**src/rtl/mod997_pkg.sv**
```systemverilog
// mod997_pkg: shared constants, types and canonicalisation helper for the mod-997 residue path.
package mod997_pkg;
    localparam int MOD997     = 997;
    localparam int RES_W      = 10;
    localparam int NUM_CHUNKS = 84;
    localparam int CNT_W      = 7;

    typedef logic [RES_W-1:0] residue_t;
    typedef enum logic [0:0] {ACC = 1'b0, DONE = 1'b1} state_e;

    localparam residue_t         MOD_R    = residue_t'(MOD997);
    localparam logic [RES_W:0]   MOD_W    = {1'b0, MOD_R};
    localparam logic [CNT_W:0]   LAST_CNT = (CNT_W+1)'(NUM_CHUNKS);

    // Inputs are below 2^RES_W < 2*MOD997, so one subtract always canonicalises.
    function automatic residue_t canon(input residue_t r);
        return (r >= MOD_R) ? r - MOD_R : r;
    endfunction
endpackage

```
**src/rtl/mod997_add.sv**
```systemverilog
// mod997_add: combinational (a+b) mod 997 for canonical residues.
module mod997_add
    import mod997_pkg::*;
(
    input  residue_t a_i,
    input  residue_t b_i,
    output residue_t sum_o
);
    logic [RES_W:0] s;
    assign s     = {1'b0, a_i} + {1'b0, b_i};
    assign sum_o = (s >= MOD_W) ? residue_t'(s - MOD_W) : s[RES_W-1:0];
endmodule

```
**src/rtl/mod997_residue_accum.sv**
```systemverilog
// mod997_residue_accum: serial mod-997 accumulator of chunk residues with valid/ready in and out.
// Define MOD997_ACCUM_CNT_CHECK_EN to enable beat counting and the out_err_o mismatch flag.
module mod997_residue_accum
    import mod997_pkg::*;
(
    input  logic     clk,
    input  logic     rst_n,
    input  logic     in_valid_i,
    output logic     in_ready_o,
    input  residue_t in_residue_i,
    input  logic     in_last_i,
    input  logic     flush_i,
    output logic     out_valid_o,
    input  logic     out_ready_i,
    output residue_t out_residue_o,
    output logic     out_err_o
);
    state_e   state_q, state_d;
    residue_t acc_q, acc_d, acc_next;
    residue_t out_residue_q, out_residue_d;
    logic     out_valid_q, out_valid_d;
    logic     beat;

    assign in_ready_o    = (state_q == ACC);
    assign beat          = in_valid_i & in_ready_o;
    assign out_valid_o   = out_valid_q;
    assign out_residue_o = out_residue_q;

    mod997_add u_add (
        .a_i   (acc_q),
        .b_i   (canon(in_residue_i)),
        .sum_o (acc_next)
    );

    // Flush outranks both an incoming beat and an output handshake.
    always_comb begin
        state_d       = state_q;
        acc_d         = acc_q;
        out_valid_d   = out_valid_q;
        out_residue_d = out_residue_q;
        if (flush_i) begin
            state_d     = ACC;
            acc_d       = '0;
            out_valid_d = 1'b0;
        end else if (state_q == ACC) begin
            if (beat) begin
                acc_d = acc_next;
                if (in_last_i) begin
                    out_residue_d = acc_next;
                    out_valid_d   = 1'b1;
                    state_d       = DONE;
                end
            end
        end else if (out_ready_i) begin
            out_valid_d = 1'b0;
            acc_d       = '0;
            state_d     = ACC;
        end
    end

    always_ff @(posedge clk or negedge rst_n) begin
        if (!rst_n) begin
            state_q       <= ACC;
            acc_q         <= '0;
            out_valid_q   <= 1'b0;
            out_residue_q <= '0;
        end else begin
            state_q       <= state_d;
            acc_q         <= acc_d;
            out_valid_q   <= out_valid_d;
            out_residue_q <= out_residue_d;
        end
    end

`ifdef MOD997_ACCUM_CNT_CHECK_EN
    logic [CNT_W-1:0] cnt_q, cnt_d;
    logic [CNT_W:0]   cnt_p1;
    logic             hit, err_q, err_d, out_err_q, out_err_d;

    assign cnt_p1    = {1'b0, cnt_q} + {{CNT_W{1'b0}}, 1'b1};
    assign hit       = (cnt_p1 == LAST_CNT);
    assign out_err_o = out_err_q;

    always_comb begin
        cnt_d     = cnt_q;
        err_d     = err_q;
        out_err_d = out_err_q;
        if (flush_i) begin
            cnt_d     = '0;
            err_d     = 1'b0;
            out_err_d = 1'b0;
        end else if (beat) begin
            cnt_d = (&cnt_q) ? cnt_q : cnt_p1[CNT_W-1:0];
            err_d = err_q | (~in_last_i & hit);
            if (in_last_i) out_err_d = ~hit | err_q;
        end else if (state_q == DONE && out_ready_i) begin
            cnt_d = '0;
            err_d = 1'b0;
        end
    end

    always_ff @(posedge clk or negedge rst_n) begin
        if (!rst_n) begin
            cnt_q     <= '0;
            err_q     <= 1'b0;
            out_err_q <= 1'b0;
        end else begin
            cnt_q     <= cnt_d;
            err_q     <= err_d;
            out_err_q <= out_err_d;
        end
    end
`else
    assign out_err_o = 1'b0;
`endif
endmodule

```
**config.mk**
```make
export PLATFORM = sky130hd
export DESIGN_NAME = mod997_residue_accum
export DESIGN_NICKNAME = d
export VERILOG_FILES = /design/src/rtl/mod997_pkg.sv /design/src/rtl/mod997_add.sv /design/src/rtl/mod997_residue_accum.sv
export SDC_FILE = /design/constraint.sdc
export NUM_CORES = 1
export LEC_CHECK = 0
export ABC_AREA = 1
export BUFFER_PORTS_ARGS = -buffer_cell sky130_fd_sc_hd__clkbuf_2
export CORE_MARGIN = 1
export CORE_UTILIZATION = 63
export DETAILED_ROUTE_END_ITERATION = 7
export PLACE_DENSITY = 0.84
export REMOVE_ABC_BUFFERS = 1
export SYNTH_ARGS = -nofsm -noshare
export SYNTH_HDL_FRONTEND = slang
export SYNTH_SLANG_ARGS = --single-unit
```
**constraint.sdc**
```tcl
create_clock -name clk -period 4.3 [get_ports clk]
set_clock_uncertainty 0.1 [all_clocks]
set_input_delay 0.215 -clock clk [delete_from_list [all_inputs] [get_ports clk]]
set_output_delay 0.215 -clock clk [all_outputs]
set_load 0.02 [all_outputs]
```
==> impl_results.md <==
* EDFF count, synth at 0
* Root buf cell: clkbuf_4
* DP Worst Slack at 668 ps
* Post-synthesis register bit count at 22
* Syn_area_per_cell at 6.60 µm²
* Synth top area cells: dfrtp_1, nand2_1, inv_1
* Synth Instances at 335
* Crit share post-route at 77.5%
* DR DRC count at 0
* Arrival @ worst endpoint at 3420 ps
* Final wirelength at 4860 µm
* Main combinational cell family by area after synthesis: simple AND/OR/NAND/NOR gates
* Mux share of post-synthesis cell area at 0%
* CTS buffer count at 3
* Worst rel slew slack at 56.2%
* Die area at 0.00375 mm²
* Leakage at 1.48 nW
* Period minus WS final at 3330 ps
* Worst-Skew Late Latency at 290 ps
* R2R Path End: out_residue_o[8]$_DFFE_PN0P_
* DP HPWL at 3950 µm
* Seq/Total Area, Yosys at 24.9%
* Synth top cells by count: nand2_1, inv_1, nor2_1
* R2R setup slack at 1590 ps
* Clk pin slew, worst setup/hold paths at 120 ps
* Initial antenna violation count at 0
* Status: finished clean
* Worst hold path class: in2reg
* Worst-Margin Slew at 655 ps
* Largest net degree at the start of global routing at 23
* WL/cell at 11.8 µm
* Min-delay src: in_last_i
* Die W at 61.2 µm
* Starting Density at 66.2%
* DRT iter0 DRCs at 104
* H-tree depth at 1
* RSZ-0062 raised after global routing: false
* Multi-input gate area at 0.00143 mm²
* FF-to-FF path depth at 17
* Slew Limit Fails at 0
* Layout cells sized above 1 at 18.9%
* NumNets Final at 398
* Area growth syn-to-layout at 11.3%
* Max Cap Viol at 0
* Routed vias at 2105
* Fin Setup TNS at 0 ps
* Fmax at 0.300 GHz
* Finish-stage setup viols at 0
* Hold WS at 51.8 ps
* First-pass DRT Iterations at 4
* Power per cell area at 548 mW/mm²
* Synth cell types at 30
* Vias in the first global route at 1716
* Hold endpoint: out_valid_o$_DFFE_PN0P_
* Startpoint Class: input pin
* Clock sinks at 22
* Most frequent cell after synthesis: nand2_1
* CTS tree: done
* Post-synth ARST share at 100%
* Vias per std cell at 5.12
* Synth Area in Compound Gates at 3.11%
* Num rows at 21
* Critical path type: in2reg
* Max VDD drop at 0.370 mV
* Post-synthesis simple-gate area fraction at 47.7%
* RePlAce Congestion at 0.881
* Commonest register cell after synthesis: dfrtp_1
* Cell taking the most area after synthesis: dfrtp_1
* Detail Route Antenna Nets at 0
* Post-route worst setup slack at 968 ps
* Deepest clock path buffer count at 2
* # fillers at 285
* Xor/xnor cell area share of the yosys netlist at 4.30%
* Hold path depth at 3
* Sequential cell area at 551 µm²
* Core area at 0.00334 mm²
* Total GRT Usage at 26.3%
* Ant. Diodes at 0
* Yosys top cell area share at 24.9%
* First-pass GRT wire length at 7350 µm
* Die Ht at 61.2 µm
* Post-Synth Adder-Cell Area at 9.40%
* Worst R2R Start: acc_q[0]$_DFFE_PN0P_
* Warnings, synthesis at 0
* Critical Path RT at 4390 ps
* Worst Setup End Kind: flop
* Grt total ovfl at 0
* IO buf count at 27
* Netlist Area Pre-Place at 0.00221 mm²
* Hold Fails Final Rpt at 0
* Worst Path Max Fanout at 10
* # IOs at 29
-- kinds of logic (layout without fill, tap and decap cells) --
logic type | Yosys count | after routing
buf+inv | 60 | 90
fa+ha+maj | 16 | 16
simple gates | 215 | 215
compound gates | 11 | 11
flops | 22 | 22
xor+xnor | 10 | 10
other cells | 1 | 1
-- area by class of cell --
cell class / instances / share of cell area, %
clock buffers: 3 / 0.916
inverters: 57 / 8.70
multi-input cells: 253 / 58.1
clock inverters: 1 / 1.22
flip-flops and latches: 22 / 22.4
repair buffers: 29 / 6.31
well taps: 46 / 2.34
-- worst max-delay path by stage --
stage	from	end	slack, ps	depth (start not counted)
after floorplan	in_residue_i[0]	out_residue_o[2]$_DFFE_PN0P_	1170	24
after global placement	in_residue_i[0]	out_residue_o[7]$_DFFE_PN0P_	750	25
after detailed placement	in_residue_i[0]	out_residue_o[5]$_DFFE_PN0P_	670	24
after CTS	in_residue_i[0]	out_residue_o[8]$_DFFE_PN0P_	970	24
after global routing	in_residue_i[0]	out_residue_o[8]$_DFFE_PN0P_	750	23
final	in_residue_i[0]	out_residue_o[6]$_DFFE_PN0P_	970	24
-- power breakdown --
| part | switching, mW | internal (mW) | leakage (nW) | total [mW] |
|---|---|---|---|---|
| clock network | 0.0581 | 0.0941 | 0.0279 | 0.152 |
| logic | 0.588 | 0.289 | 1.17 | 0.877 |
| registers | 0.0456 | 0.273 | 0.286 | 0.319 |
| total | 0.691 | 0.657 | 1.48 | 1.35 |
-- placed cells by master (no fill, tap or decap), types with 5 or more instances in the layout --
cell      instances
a21oi_1           8
clkbuf_2         27
dfrtp_1          22
ha_1             15
inv_1            53
nand2_1         126
nand2_2          15
nand2_4           5
nand3_1          16
nand4_1          12
nor2_1           23
xor2_1            6
-- flip-flops by register name (all words and copies together), names as in the netlist --
name,flops
state_q,1
out_residue_o,10
out_valid_o,1
acc_q,10
-- worst max-delay path, cell delays in order --
cell	delay (ps)
clkbuf_2	90
inv_1	70
ha_1	220
nor2_1	150
inv_1	50
a21oi_1	200
nor2_1	150
o21ai_0	280
inv_1	110
fa_1	460
inv_1	120
nand3_1	100
nand2_1	110
nand2_1	70
nand2_2	150
nand2_4	80
nor2_8	130
nor2_8	60
nand3_4	120
nand3_4	170
nand2_2	90
nand2_1	90
nand2_1	70
nand2_1	60
-- repair_timing --
item                                    4_1_cts  5_1_grt
setup buffers                                 0        0
hold buffers                                  2        0
endpoints found under the setup margin        0        0
gates resized for setup                       0        0
hold endpoints to repair                     23        0
-- through the flow --
step	power, mW	instance area, µm²	std cells	util, %
2_1_floorplan	0.980	2190	332	-
5_1_grt	1.46	2460	411	73.7
6_report	1.35	2460	411	73.7
4_1_cts	1.34	2460	411	73.7
3_5_place_dp	1.18	2390	405	71.5
3_3_place_gp	1.17	2390	405	71.5
-- metal layers --
layer | global-route usage, % | part of all wire [%] | vias up
li1 | - | - | 1092
met2 | 46.1 | 48 | 53
met3 | 2.10 | 3.7 | 8
met4 | 5.84 | 1.3 | 0
met5 | 0 | 0 | -
met1 | 35.5 | 47 | 952
Note: power is estimated with default switching activity, not from simulation.
